===== src/rtl/halftone_pkg.sv =====
// halftone_pkg: shared types and constants for the Floyd-Steinberg halftoner.
//   err_t           8-bit signed diffused-error type
//   W_RIGHT/W_BL/W_BELOW/W_BR  diffusion weights in sixteenths (7/3/5/1)
//   ERR_SHIFT       divide-by-16 shift amount
//   WHITE_LEVEL     quantised value of a set output pixel
//   THRESH_DEFAULT  default threshold
//   weigh_err()     (w*e) >>> 4 with floor rounding toward minus infinity
package halftone_pkg;

  typedef logic signed [7:0] err_t;

  localparam logic [3:0]  W_RIGHT        = 4'd7;
  localparam logic [3:0]  W_BL           = 4'd3;
  localparam logic [3:0]  W_BELOW        = 4'd5;
  localparam logic [3:0]  W_BR           = 4'd1;
  localparam int unsigned ERR_SHIFT      = 4;
  localparam logic [7:0]  WHITE_LEVEL    = 8'd255;
  localparam int          THRESH_DEFAULT = 128;

  // |w*e| <= 7*127 = 889, so a 12-bit signed product never overflows and
  // the shifted result always fits back into err_t.
  function automatic err_t weigh_err(input err_t e, input logic [3:0] w);
    logic signed [11:0] prod;
    logic signed [11:0] shifted;
    prod    = $signed({{4{e[7]}}, e}) * $signed({8'b0000_0000, w});
    shifted = prod >>> ERR_SHIFT;
    return shifted[7:0];
  endfunction

endpackage


===== src/rtl/halftone_errbuf.sv =====
// halftone_errbuf: one row of pending error for the next image row.
//   clk          clock
//   rd_addr_i    combinational read column (current x)
//   rd_data_o    buffered error for rd_addr_i
//   wr0_en_i/wr0_addr_i/wr0_data_i  trailing write (column x-1)
//   wr1_en_i/wr1_addr_i/wr1_data_i  row-end write (column x at the last column)
// Contents are not reset: row 0 of every frame masks all reads.
module halftone_errbuf
  import halftone_pkg::*;
#(
  parameter int IMG_W = 16,
  parameter int AW    = 4
) (
  input  logic          clk,
  input  logic [AW-1:0] rd_addr_i,
  output logic [7:0]    rd_data_o,
  input  logic          wr0_en_i,
  input  logic [AW-1:0] wr0_addr_i,
  input  logic [7:0]    wr0_data_i,
  input  logic          wr1_en_i,
  input  logic [AW-1:0] wr1_addr_i,
  input  logic [7:0]    wr1_data_i
);

  err_t mem_q [IMG_W];

  assign rd_data_o = mem_q[rd_addr_i];

  // Storage update; the two ports always address different columns (x-1 vs x).
  always_ff @(posedge clk) begin
    for (int i = 0; i < IMG_W; i++) begin
      if (wr1_en_i && (wr1_addr_i == AW'(i))) begin
        mem_q[i] <= $signed(wr1_data_i);
      end else if (wr0_en_i && (wr0_addr_i == AW'(i))) begin
        mem_q[i] <= $signed(wr0_data_i);
      end
    end
  end

endmodule


===== src/rtl/halftone_fs.sv =====
// halftone_fs: streaming Floyd-Steinberg halftoner, one gray pixel in,
// one halftone bit out per handshake, 1-cycle registered latency.
//   clk, rst               clock, synchronous active-high reset
//   in_gray/in_sof/in_valid/in_ready   input pixel stream (raster order)
//   out_pix/out_eol/out_eof/out_valid/out_ready   output bit stream
// Build option: define HALFTONE_DIFFUSE_EN for full error diffusion; when it
// is undefined the output is a plain threshold of in_gray and no error
// storage is built.
module halftone_fs
  import halftone_pkg::*;
#(
  parameter int IMG_W  = 16,
  parameter int IMG_H  = 16,
  parameter int THRESH = THRESH_DEFAULT
) (
  input  logic       clk,
  input  logic       rst,
  input  logic [7:0] in_gray,
  input  logic       in_sof,
  input  logic       in_valid,
  output logic       in_ready,
  output logic       out_pix,
  output logic       out_eol,
  output logic       out_eof,
  output logic       out_valid,
  input  logic       out_ready
);

  localparam int            XW       = $clog2(IMG_W);
  localparam int            YW       = (IMG_H > 1) ? $clog2(IMG_H) : 1;
  localparam logic [XW-1:0] X_LAST   = XW'(IMG_W - 1);
  localparam logic [YW-1:0] Y_LAST   = YW'(IMG_H - 1);
  localparam logic [XW-1:0] X_ZERO   = {XW{1'b0}};
  localparam logic [YW-1:0] Y_ZERO   = {YW{1'b0}};
  localparam logic [8:0]    THRESH_9 = 9'(THRESH);

  logic          accept_s;
  logic [XW-1:0] x_q, x_d, x_eff_s;
  logic [YW-1:0] y_q, y_d, y_eff_s;
  logic          row_last_s;
  logic          frame_last_s;
  logic          pix_s;
  logic          out_valid_q, out_valid_d;
  logic          out_pix_q, out_pix_d;
  logic          out_eol_q, out_eol_d;
  logic          out_eof_q, out_eof_d;

  assign in_ready  = !out_valid_q || out_ready;
  assign accept_s  = in_valid && in_ready;

  // A start-of-frame pixel is always column 0 of row 0, aborting any frame.
  assign x_eff_s      = in_sof ? X_ZERO : x_q;
  assign y_eff_s      = in_sof ? Y_ZERO : y_q;
  assign row_last_s   = (x_eff_s == X_LAST);
  assign frame_last_s = row_last_s && (y_eff_s == Y_LAST);

  assign out_valid = out_valid_q;
  assign out_pix   = out_pix_q;
  assign out_eol   = out_eol_q;
  assign out_eof   = out_eof_q;

`ifdef HALFTONE_DIFFUSE_EN
  err_t          e_right_q, e_right_d;
  err_t          pend_cur_q, pend_cur_d;
  err_t          pend_prev_q, pend_prev_d;
  logic [7:0]    buf_rd_s;
  err_t          e_below_s;
  err_t          e_right_eff_s;
  logic signed [9:0] acc_s;
  logic [7:0]    clamped_s;
  logic signed [8:0] err_wide_s;
  err_t          err_s;
  err_t          c_right_s, c_bl_s, c_below_s, c_br_s;
  err_t          pend_cur_eff_s;
  err_t          pend_prev_new_s;
  logic          wr0_en_s, wr1_en_s;
  logic [XW-1:0] wr0_addr_s;
  logic [7:0]    wr0_data_s, wr1_data_s;

  halftone_errbuf #(
    .IMG_W (IMG_W),
    .AW    (XW)
  ) u_errbuf (
    .clk        (clk),
    .rd_addr_i  (x_eff_s),
    .rd_data_o  (buf_rd_s),
    .wr0_en_i   (wr0_en_s),
    .wr0_addr_i (wr0_addr_s),
    .wr0_data_i (wr0_data_s),
    .wr1_en_i   (wr1_en_s),
    .wr1_addr_i (x_eff_s),
    .wr1_data_i (wr1_data_s)
  );

  // Row 0 has no row above; column 0 has no pixel to its left.
  assign e_below_s     = (y_eff_s == Y_ZERO) ? 8'sd0 : $signed(buf_rd_s);
  assign e_right_eff_s = (x_eff_s == X_ZERO) ? 8'sd0 : e_right_q;

  assign acc_s = $signed({2'b00, in_gray})
               + $signed({{2{e_right_eff_s[7]}}, e_right_eff_s})
               + $signed({{2{e_below_s[7]}}, e_below_s});

  // Saturate the corrected intensity to the 8-bit pixel range.
  always_comb begin
    clamped_s = 8'd0;
    if (acc_s < 10'sd0) begin
      clamped_s = 8'd0;
    end else if (acc_s > 10'sd255) begin
      clamped_s = 8'd255;
    end else begin
      clamped_s = acc_s[7:0];
    end
  end

  assign pix_s      = ({1'b0, clamped_s} >= THRESH_9);
  assign err_wide_s = $signed({1'b0, clamped_s})
                    - (pix_s ? $signed({1'b0, WHITE_LEVEL}) : 9'sd0);
  assign err_s      = err_wide_s[7:0];

  assign c_right_s = weigh_err(err_s, W_RIGHT);
  assign c_bl_s    = weigh_err(err_s, W_BL);
  assign c_below_s = weigh_err(err_s, W_BELOW);
  assign c_br_s    = weigh_err(err_s, W_BR);

  // At column 0 any leftover pending error belongs to an aborted row.
  assign pend_cur_eff_s  = (x_eff_s == X_ZERO) ? 8'sd0 : pend_cur_q;
  assign pend_prev_new_s = pend_cur_eff_s + c_below_s;

  // Column x-1 of the next row is complete once this pixel adds its 3/16.
  assign wr0_en_s   = accept_s && (x_eff_s != X_ZERO);
  assign wr0_addr_s = x_eff_s - 1'b1;
  assign wr0_data_s = pend_prev_q + c_bl_s;
  assign wr1_en_s   = accept_s && row_last_s;
  assign wr1_data_s = pend_prev_new_s;

  // Next-state for the right-neighbour error and the two pending columns.
  always_comb begin
    e_right_d   = e_right_q;
    pend_cur_d  = pend_cur_q;
    pend_prev_d = pend_prev_q;
    if (accept_s) begin
      if (row_last_s) begin
        e_right_d   = 8'sd0;
        pend_cur_d  = 8'sd0;
        pend_prev_d = 8'sd0;
      end else begin
        e_right_d   = c_right_s;
        pend_cur_d  = c_br_s;
        pend_prev_d = pend_prev_new_s;
      end
    end else begin
      e_right_d   = e_right_q;
      pend_cur_d  = pend_cur_q;
      pend_prev_d = pend_prev_q;
    end
  end

  // Error state registers.
  always_ff @(posedge clk) begin
    if (rst) begin
      e_right_q   <= 8'sd0;
      pend_cur_q  <= 8'sd0;
      pend_prev_q <= 8'sd0;
    end else begin
      e_right_q   <= e_right_d;
      pend_cur_q  <= pend_cur_d;
      pend_prev_q <= pend_prev_d;
    end
  end
`else
  assign pix_s = ({1'b0, in_gray} >= THRESH_9);
`endif

  // Raster position: advance on accept, wrap at row and frame ends.
  always_comb begin
    x_d = x_q;
    y_d = y_q;
    if (accept_s) begin
      if (row_last_s) begin
        x_d = X_ZERO;
        if (frame_last_s) begin
          y_d = Y_ZERO;
        end else begin
          y_d = y_eff_s + 1'b1;
        end
      end else begin
        x_d = x_eff_s + 1'b1;
        y_d = y_eff_s;
      end
    end else begin
      x_d = x_q;
      y_d = y_q;
    end
  end

  // Output stage: load on accept, clear valid on drain, otherwise hold.
  always_comb begin
    out_valid_d = out_valid_q;
    out_pix_d   = out_pix_q;
    out_eol_d   = out_eol_q;
    out_eof_d   = out_eof_q;
    if (accept_s) begin
      out_valid_d = 1'b1;
      out_pix_d   = pix_s;
      out_eol_d   = row_last_s;
      out_eof_d   = frame_last_s;
    end else if (out_ready) begin
      out_valid_d = 1'b0;
    end else begin
      out_valid_d = out_valid_q;
    end
  end

  // Position and output registers.
  always_ff @(posedge clk) begin
    if (rst) begin
      x_q         <= X_ZERO;
      y_q         <= Y_ZERO;
      out_valid_q <= 1'b0;
      out_pix_q   <= 1'b0;
      out_eol_q   <= 1'b0;
      out_eof_q   <= 1'b0;
    end else begin
      x_q         <= x_d;
      y_q         <= y_d;
      out_valid_q <= out_valid_d;
      out_pix_q   <= out_pix_d;
      out_eol_q   <= out_eol_d;
      out_eof_q   <= out_eof_d;
    end
  end

endmodule


===== config.mk =====
export PLATFORM = sky130hd
export DESIGN_NAME = halftone_fs
export DESIGN_NICKNAME = d
export VERILOG_FILES = /design/src/rtl/halftone_pkg.sv /design/src/rtl/halftone_errbuf.sv /design/src/rtl/halftone_fs.sv
export SDC_FILE = /design/constraint.sdc
export NUM_CORES = 1
export LEC_CHECK = 0
export ABC_CLOCK_PERIOD_IN_PS = 3400
export BUFFER_PORTS_ARGS = -buffer_cell sky130_fd_sc_hd__buf_2
export CAP_MARGIN = 20
export CORE_UTILIZATION = 30
export DETAILED_ROUTE_END_ITERATION = 8
export PLACE_DENSITY = 0.56
export RECOVER_POWER = 50
export REMOVE_ABC_BUFFERS = 1
export SLEW_MARGIN = 20
export SYNTH_ARGS = -nofsm -noshare
export SYNTH_HDL_FRONTEND = slang
export SYNTH_SLANG_ARGS = --single-unit

===== constraint.sdc =====
create_clock -name clk -period 3.4 [get_ports clk]
set_input_delay 0.17 -clock clk [delete_from_list [all_inputs] [get_ports clk]]
set_output_delay 0.17 -clock clk [all_outputs]
set_load 0.02 [all_outputs]

==> reports/qor.txt <==
status = finished clean
Fmax achieved = 0.459 GHz
Initial Utilization = 33.4%
clock buffer depth = 2
Critical Path Start Type = flip-flop
final period utilization = 64.1%
CP max stage delay = 0.73 ns
worst-case reg-to-reg path depth = 4
worst r2r src = out_valid
R2R setup slack = 1.29 ns
Sw Ratio = 25.8%
Critical-path top delay cell = nor2b_1
core area = 2060 sq um
Initial DRC Count = 1
Post-Syn Area = 689 sq um
worst path cell trace = nor2b_1, inv_1, buf_2
Setup Skew = 0.00613 ns
worst hold path type = input pin to flip-flop
met3 WL post-DR = 65 um
EDFF count, synth = 0
H-tree depth = 1
Clk network pwr share = 33.2%
Routed Antenna Nets = 0
Inserted Clock Buffers = 3
post-synth top area share = 34.8%
Final Cell Area = 738 sq um
hold depth = 3
hold buffers post-CTS = 0
#FFs+latches synth = 12
Die X = 49.9 um
Setup TNS Final = 0 ns
Logic pwr share = 10.9%
number of global-route vias before repair = 588
CP Max Fanout = 14
Tmin final = 2.18 ns
setup violators final = 0
asr flop ratio synth = 0%
CP Class = flip-flop to output pin
final wirelength = 1.48 mm
Post-Synthesis Cells = 78
cell accounting for the most synthesized area = dfxtp_1
met2 wire length = 678 um
drt via density = 5.57
Synth Flop Type = dfxtp_1
Worst Setup End Kind = output pin
Pleak = 0.000249 uW
Die ar. = 2490 sq um
# DRC = 0
post-place setup slack = 1.81 ns
Hold Vio Cnt, Final = 0
Max Transition Viols Final = 0
GPL Wtd Cong = 0.790
root buf cell = clkbuf_4
worst r2r dst = y_q[3]
initial antenna violation count = 0
clk sinks = 12
largest net degree at the start of global routing = 15
top post-synthesis cells by count = dfxtp_1, a21oi_1, nand3_1, nor2b_1
Syn Area/Cell = 8.84 sq um
Int Power = 193 uW
Area growth syn-to-layout = 7.08%
Max Cap Violations = 0
top-count cell post-synth = dfxtp_1
highest ir drop seen on vdd = 0.000208 V
ANT cells = 0
Synth warnings = 0
Slew headroom = 38.6%
crit path DAT = 2.01 ns
FP Rows = 16
total power = 259 uW
Sequential Power Share = 55.9%
Die Y-Extent = 49.9 um
vias post-DR = 624
Total Routing Usage GR = 13.8%
Seq/Total Area, Yosys = 34.8%
Pwr Density = 351 nW/um^2
hold_sp = in_gray[7]
post-synth cell types = 31
RSZ-0062 raised after global routing = false
hold slack final = 0.177 ns
Hold Path End = out_pix
DP Wirelength = 1.04 mm
layout cell share with drive strength beyond 1 = 15.3%
sw power = 66.9 uW
Crit path required time = 3.23 ns
CTS tree = built
Placed Instance Area = 728 sq um
# IOs = 18
post-CTS resize count = 0
global-route wire length before repair = 2.60 mm
postcts setup bufs = 0
dominant cells by area after synthesis = dfxtp_1, a21oi_1, nor2b_1
worst slew pin tran = 0.920 ns
first drt pass iteration count = 4
Final WS setup = 1.22 ns
WL/cell = 13.3 um
Nets = 102
latest clock arrival within the worst-skew pair = 0.27 ns
DR top layer = met3
total gr overflow = 0
Clock transition at path regs = 0.07 ns
IO Port Bufs = 10
M1 WL = 740 um
[routing by layer]
metal	vias up	global-route usage [%]
li1	319	-
met1	292	17.3
met2	13	22.7
met3	0	4.63
met4	0	2.86
met5	-	0
[state kept, by name (all words and copies together), names as in the netlist]
| register | count |
|---|---|
| out_eof | 1 |
| out_pix | 1 |
| out_valid | 1 |
| y_q | 4 |
| x_q | 4 |
| out_eol | 1 |
[kinds of logic (layout without fill, tap and decap cells)]
| family | after synthesis | count (layout) | share of synthesized area (%) |
|---|---|---|---|
| AOI/OAI and AO/OA | 27 | 27 | 26.5 |
| DFF | 12 | 12 | 34.8 |
| buffers and inverters | 11 | 18 | 9.25 |
| adders and majority gates | 2 | 2 | 3.63 |
| and+or+nand+nor | 26 | 26 | 25.8 |
[power by group through the flow]
| stage | registers [uW] | clock network [uW] | logic (uW) |
|---|---|---|---|
| 2_1_floorplan | 150 | 0 | 14.1 |
| 3_3_place_gp | 148 | 0 | 29.6 |
| 3_5_place_dp | 148 | 0 | 29.9 |
| 4_1_cts | 145 | 92.8 | 29.8 |
| 5_1_grt | 145 | 97.5 | 31.8 |
| 6_report | 145 | 86.1 | 28.3 |
[layout make-up]
cell class,count,area (sq um)
tap,27,33.8
timing repair buffer,10,45.0
multi-input combinational,55,378
clock buffer,3,22.5
sequential,12,240
fill,223,1320
inverter,5,18.8
[worst max path at each step]
stage | endpoint | cells past startpoint | from | slack, ns
floorplan | y_q[3] | 4 | out_valid | 1.93
global placement | y_q[1] | 6 | in_sof | 1.83
detailed placement | y_q[1] | 5 | x_q[0] | 1.81
CTS | y_q[1] | 5 | x_q[0] | 1.79
global route | in_ready | 3 | out_valid | 1.00
finish | in_ready | 3 | out_valid | 1.22
[cells in the final DEF (no fill, tap or decap)]
cell and count:
dfxtp_1 12, a21oi_1 8, nor2b_1 6, buf_2 6, inv_1 5, nand3_1 5, o21ai_1 4, nand4_1 4
clkbuf_1 4, nand2_1 3, o311ai_1 3, clkbuf_4 3, or4_1 2, a31oi_1 2, o21ai_0 2, o31ai_1 2
ha_1 2, nand2b_1 1, and4b_2 1, nor4b_2 1, a311o_1 1, o22ai_1 1, nand3_2 1, and4b_1 1
a41oi_1 1, o41ai_2 1, o31a_1 1, nor2_1 1, a311oi_1 1
[worst max-delay path, delay by kind of cell, from the launching register on]
kind / cells / cell delay [ns]
and+or+nand+nor: 1 / 0.73
buffers and inverters: 2 / 0.68
DFF: 1 / 0.33
[metrics by stage]
step	cells	util (%)
2_1_floorplan	72	-
3_3_place_gp	109	35.3
3_5_place_dp	109	35.3
4_1_cts	112	36.4
5_1_grt	112	35.8
6_report	112	35.8
(Power assumes the default switching activity.)
